[config.mk]
export PLATFORM = sky130hd
export DESIGN_NAME = rr_arbiter8
export DESIGN_NICKNAME = d
export VERILOG_FILES = /design/src/rtl/arb_pkg.sv /design/src/rtl/onehot_enc8.sv /design/src/rtl/rr_arbiter8.sv
export SDC_FILE = /design/constraint.sdc
export NUM_CORES = 1
export LEC_CHECK = 0
export ABC_AREA = 1
export CORE_MARGIN = 10
export CORE_UTILIZATION = 43
export CTS_CLUSTER_SIZE = 20
export DETAILED_ROUTE_END_ITERATION = 12
export GPL_ROUTABILITY_DRIVEN = 0
export PLACE_DENSITY = 0.68
export SYNTH_ARGS = -nofsm -noshare
export SYNTH_HDL_FRONTEND = slang
export SYNTH_HIERARCHICAL = 1
export SYNTH_SLANG_ARGS = --single-unit
[constraint.sdc]
create_clock -name clk -period 3.4 [get_ports clk]
set_input_delay 0.68 -clock clk [delete_from_list [all_inputs] [get_ports clk]]
set_output_delay 0.68 -clock clk [all_outputs]
set_load 0.02 [all_outputs]
[src/rtl/arb_pkg.sv]
// Shared constants and types for the eight-way round-robin arbiter.
package arb_pkg;

    localparam int N_REQ  = 8;
    localparam int IDX_W  = 3;
    localparam int HCNT_W = 8;

    typedef enum logic [0:0] {
        ARB_IDLE  = 1'b0,
        ARB_GRANT = 1'b1
    } arb_state_t;

    // Priority pointer value that follows a given winner (wraps 7 -> 0).
    function automatic logic [IDX_W-1:0] ptr_after(input logic [IDX_W-1:0] w);
        return w + IDX_W'(1);
    endfunction

endpackage

[src/rtl/onehot_enc8.sv]
// Combinational 8-to-3 one-hot encoder; any non-one-hot input encodes to zero.
module onehot_enc8
    import arb_pkg::*;
(
    input  logic [N_REQ-1:0] onehot,
    output logic [IDX_W-1:0] idx
);

    // bit_mask[b] selects every input position whose index has bit b set.
    logic [N_REQ-1:0] bit_mask [IDX_W];
    logic [IDX_W-1:0] idx_raw;
    logic             is_onehot;

    for (genvar gi = 0; gi < IDX_W; gi++) begin : g_idx_bit
        for (genvar gj = 0; gj < N_REQ; gj++) begin : g_pos
            assign bit_mask[gi][gj] = (((gj >> gi) % 2) == 1);
        end
        assign idx_raw[gi] = |(onehot & bit_mask[gi]);
    end

    assign is_onehot = (onehot != '0) &&
                       ((onehot & (onehot - {{(N_REQ-1){1'b0}}, 1'b1})) == '0);

    assign idx = is_onehot ? idx_raw : '0;

endmodule

[src/rtl/rr_arbiter8.sv]
// Eight-requester round-robin arbiter with registered one-hot grant, binary
// grant index, and a hold limit that revokes a grant after MAX_HOLD cycles.
module rr_arbiter8
    import arb_pkg::*;
#(
    parameter int unsigned MAX_HOLD = 16
) (
    input  logic             clk,
    input  logic             rst,
    input  logic             en,
    input  logic [N_REQ-1:0] req,
    output logic [N_REQ-1:0] gnt,
    output logic [IDX_W-1:0] gnt_idx,
    output logic             gnt_vld,
    output logic             timeout
);

    // MAX_HOLD of zero disables the hold limit entirely.
    localparam bit                HOLD_LIMITED = (MAX_HOLD != 0);
    localparam logic [HCNT_W-1:0] HOLD_LAST    =
        HCNT_W'((MAX_HOLD == 0) ? 0 : (MAX_HOLD - 1));

    arb_state_t        state_reg,   state_next;
    logic [IDX_W-1:0]  ptr_reg,     ptr_next;
    logic [HCNT_W-1:0] hold_cnt_reg, hold_cnt_next;
    logic [N_REQ-1:0]  gnt_reg,     gnt_next;
    logic [IDX_W-1:0]  gnt_idx_reg, gnt_idx_next;
    logic              gnt_vld_reg, gnt_vld_next;
    logic              timeout_reg, timeout_next;

    // Rotating priority search: rot_req[0] is the requester at ptr, so the
    // lowest set bit of rot_req is the round-robin winner.
    logic [N_REQ-1:0] rot_req;
    logic [N_REQ-1:0] rot_win;
    logic [N_REQ-1:0] win_vec;
    logic [IDX_W-1:0] rot_idx;
    logic [IDX_W-1:0] win_idx;

    for (genvar gi = 0; gi < N_REQ; gi++) begin : g_rot_in
        assign rot_req[gi] = req[IDX_W'(gi) + ptr_reg];
    end

    assign rot_win = rot_req & (~rot_req + {{(N_REQ-1){1'b0}}, 1'b1});

    for (genvar gi = 0; gi < N_REQ; gi++) begin : g_rot_out
        assign win_vec[gi] = rot_win[IDX_W'(gi) - ptr_reg];
    end

    onehot_enc8 u_enc (
        .onehot (rot_win),
        .idx    (rot_idx)
    );

    // The encoder sees the rotated vector, so shift its index back by ptr.
    assign win_idx = rot_idx + ptr_reg;

    // Grant-side conditions evaluated against the current winner.
    logic hold_req;
    logic hold_expired;

    assign hold_req     = req[gnt_idx_reg];
    assign hold_expired = HOLD_LIMITED && (hold_cnt_reg == HOLD_LAST);

    // State register and registered outputs.
    always_ff @(posedge clk) begin
        if (rst) begin
            state_reg    <= ARB_IDLE;
            ptr_reg      <= '0;
            hold_cnt_reg <= '0;
            gnt_reg      <= '0;
            gnt_idx_reg  <= '0;
            gnt_vld_reg  <= 1'b0;
            timeout_reg  <= 1'b0;
        end else begin
            state_reg    <= state_next;
            ptr_reg      <= ptr_next;
            hold_cnt_reg <= hold_cnt_next;
            gnt_reg      <= gnt_next;
            gnt_idx_reg  <= gnt_idx_next;
            gnt_vld_reg  <= gnt_vld_next;
            timeout_reg  <= timeout_next;
        end
    end

    // Next-state logic: issue, hold, release, disable and hold-limit revoke.
    always_comb begin
        state_next    = state_reg;
        ptr_next      = ptr_reg;
        hold_cnt_next = hold_cnt_reg;
        gnt_next      = gnt_reg;
        gnt_idx_next  = gnt_idx_reg;
        gnt_vld_next  = gnt_vld_reg;
        timeout_next  = 1'b0;

        unique case (state_reg)
            ARB_IDLE: begin
                gnt_next      = '0;
                gnt_idx_next  = '0;
                gnt_vld_next  = 1'b0;
                hold_cnt_next = '0;
                if (en && (req != '0)) begin
                    state_next   = ARB_GRANT;
                    gnt_next     = win_vec;
                    gnt_idx_next = win_idx;
                    gnt_vld_next = 1'b1;
                end
            end

            ARB_GRANT: begin
                if (!en || !hold_req || hold_expired) begin
                    // Disable outranks release and timeout: no pulse when en is low.
                    state_next    = ARB_IDLE;
                    ptr_next      = ptr_after(gnt_idx_reg);
                    hold_cnt_next = '0;
                    gnt_next      = '0;
                    gnt_idx_next  = '0;
                    gnt_vld_next  = 1'b0;
                    timeout_next  = en && hold_req && hold_expired;
                end else if (hold_cnt_reg != '1) begin
                    hold_cnt_next = hold_cnt_reg + HCNT_W'(1);
                end
            end

            default: begin
                state_next = ARB_IDLE;
            end
        endcase
    end

    assign gnt     = gnt_reg;
    assign gnt_idx = gnt_idx_reg;
    assign gnt_vld = gnt_vld_reg;
    assign timeout = timeout_reg;

endmodule

==> results.txt <==
- Fill cells in the final layout number 449.
- Depth of the worst register-to-register path: 22
- Share of post-route cells with drive strength above 1: 0.236
* Die width: 90.7 um
* Required time of the worst setup path: 3.60 ns
- Dividing the detail-routed via count by the number of cells gives 5.07.
- Final count of hold timing violations: 0
* Clock period minus worst slack: 3.14 ns
* P_leak: 1.40 nW
- Category of the critical setup timing path: reg -> reg
- Antenna violations before repair: 0
* Status: finished clean
* Post-detail-place hpwl: 4.92 mm
- Longest individual stage delay on the worst path: 0.43 ns
- Drt first-iter violations: 94
- In the final routed layout, each cell accounts on average for 12.3 um.
* Flop2flop setup slack: 0.26 ns
- The number of nets handed over by synthesis was 366.
- From synthesis to final layout, the design area changed by 34.3%.
* Inserted Clock Buffers: 3
- Final #Nets: 434
* Number of warning messages in the yosys log: 6
- Clock-pin slew was measured on the worst setup and hold paths at 0.09 ns.
- Maximum number of pins on one net before global-route repair: 21
- Total wirelength of the detailed-routed design: 5.93 mm
- Final period utilization: 0.924
* Initial Util: 0.449
* Total of endpoints with negative setup slack in the final report: 0
* DRC violations left: 0
- Final WS setup: 0.259 ns
- The die covers 0.00822 mm^2.
- Power density over cell area: 402 mW/mm^2
- Critical Path End: gnt_idx[1]
- The first global-routing pass estimated 10.2 mm of wire.
- The share of the Yosys chip area taken by registers is 0.233.
* Antenna-violating nets left: 0
- Multi-input gate area in the final layout: 0.00152 mm^2
* Endpoint of the worst register-to-register path: gnt_idx[1]
- Clock tree synthesis selected as its root buffer the cell sky130_fd_sc_hd__clkbuf_8.
- In this run the worst hold path is classified as reg -> reg.
- Core area: 0.00479 mm^2
- Max-slew violations: 0
* Clk buf depth: 2
- In this run, post-CTS hold repair placed 0 buffers.
- 24 I/O pins were placed.
* Count of input and output buffers: 23
- The slowest stage of the critical path is the sky130_fd_sc_hd__fa_2 cell.
* Height of the chip: 90.7 um
- Antenna cell count: 0
* Gate Count Post-Synth: 349
- Area taken by flip-flops and latches: 503 um^2
* Post-synthesis sequential element count: 25
- Leaving out fill and tap cells, the most frequent cells in the layout are sky130_fd_sc_hd__nand2_1 (101), sky130_fd_sc_hd__nand3_1 (49), sky130_fd_sc_hd__buf_4 (47), sky130_fd_sc_hd__nor2_1 (40), sky130_fd_sc_hd__inv_1 (30).
- Worst ir drop on vdd: 0.265 mV
* 1st-pass router iterations: 4
* Site row count: 25
- Number of clock sinks seen by CTS: 25
- Overall fraction of global-route tracks in use: 0.144
- The worst register-to-register path begins at ptr_reg[0].
* Cell Area, Synth: 0.00215 mm^2
- Cells along the critical path: inv_2, ha_4, buf_4, nand3_1, nand2_1, nand2_1, nand2_2, nand2_2, nor2_2, inv_1, nor3_2, buf_4, buf_4, o21ai_1, nand3_1, nor2_1, nand2_1, nor2_1, ha_1, inv_1, fa_2, o22ai_1
- For the final database, setup skew stands at 0.00861 ns.
* Setup repair after global routing missed its margin: false
- Critical Path Start: ptr_reg[0]
* Worst Setup Slack post-DPL: -0.221 ns
- Most frequent standard cell in the layout excluding fill and tap cells: sky130_fd_sc_hd__nand2_1
* Achievable clock frequency: 318 MHz
* Global route overflow: 0
* Measured slew at the worst slew-check pin: 0.511 ns
- Max_cap viols: 0
* Vias post-DR: 2450
- The synthesized netlist contains 35 unique library cells.
* Kind of launch point of the worst setup path: register
- STA classifies the critical path endpoint as a register.
- Along the worst path, the maximum fanout reaches 6.
* Htree depth: 1
* TritonCTS clock tree: done
* Total power draw: 0.00116 W
- Vias in the first global route: 2334
- Max-Slew Margin vs Limit: 0.656
- The later pin in the worst-skew pair is clocked with a latency of 0.27 ns.
- Avg Cell Area, Syn: 6.15 um^2
* Data arrival, critical path: 3.34 ns
- Final Core Density: 0.602
## worst max-delay path: cells and delay by family, from the launching register on
family,cells,cell delay (ns)
AND/OR/NAND/NOR,11,1.01
adder cells (fa/ha/maj),3,0.90
buffers and inverters,6,0.57
flip-flops,1,0.36
AO/OA/AOI/OAI,2,0.22
## worst min-delay path by stage
stage,from,to,slack (ns),cells after the start
after detailed placement,gnt[3],gnt[3],0.45,2
after CTS,gnt[3],gnt[3],0.46,2
after global placement,gnt[4],gnt[4],0.44,2
final,gnt[3],gnt[3],0.46,2
after global routing,gnt[2],gnt[2],0.48,2
after floorplan,state_reg,timeout,0.46,2
## per-layer routing
metal | up-vias | share of wire | GRT usage
met5 | - | 0 | 0
li1 | 1280 | - | -
met3 | 12 | 0.061 | 0.0382
met4 | 0 | 0.016 | 0.0358
met1 | 1106 | 0.43 | 0.166
met2 | 52 | 0.49 | 0.255
## final cells by class
| cell class | count | area share |
|---|---|---|
| clock inverters | 1 | 0.00260 |
| repair buffers | 70 | 0.209 |
| inverters | 34 | 0.0443 |
| clock buffers | 3 | 0.0143 |
| multi-input cells | 283 | 0.526 |
| well taps | 67 | 0.0291 |
| flip-flops and latches | 25 | 0.174 |
## per-stage QoR
stage,TNS [ns],instances,cell area (um^2),hold slack [ns]
after floorplan,0,349,2150,0.460
after global placement,-0.205,477,2730,0.438
after detailed placement,-0.329,477,2730,0.446
after CTS,0,481,2780,0.462
after global routing,0,483,2880,0.475
final,0,483,2880,0.456
## report_power, final
| group | switching (W) | internal [W] |
|---|---|---|
| Clock | 0.0000942 | 0.0000829 |
| Combinational | 0.000370 | 0.000284 |
| Sequential | 0.0000172 | 0.000311 |
## cell usage after synthesis, drive strengths merged
master,number,area [um^2]
nand4,3,18.8
a211oi,1,7.51
nor2,45,198
nand3,54,280
nand2,123,502
clkbuf,1,13.8
o21a,1,7.51
buf,6,56.3
a21oi,13,65.1
nor3,3,15.0
nor4,5,31.3
o22ai,3,18.8
ha,5,62.6
dfxtp,25,500
o211ai,4,30.0
o32ai,1,8.76
xor2,5,88.8
xnor2,2,25.0
fa,1,20.0
o21ai,14,70.1
inv,34,128
## timing repair
item,in CTS,in global routing
buffers inserted,0,2
setup endpoints to repair,0,2
gates resized for setup,0,29
## cell families after synthesis
| family | Yosys count | share of synthesized area |
|---|---|---|
| AO/OA/AOI/OAI | 37 | 0.0967 |
| AND/OR/NAND/NOR | 233 | 0.487 |
| buffers and inverters | 41 | 0.0921 |
| adder cells (fa/ha/maj) | 6 | 0.0385 |
| flip-flops | 25 | 0.233 |
| XOR/XNOR | 7 | 0.0530 |
(Power assumes the default switching activity.)
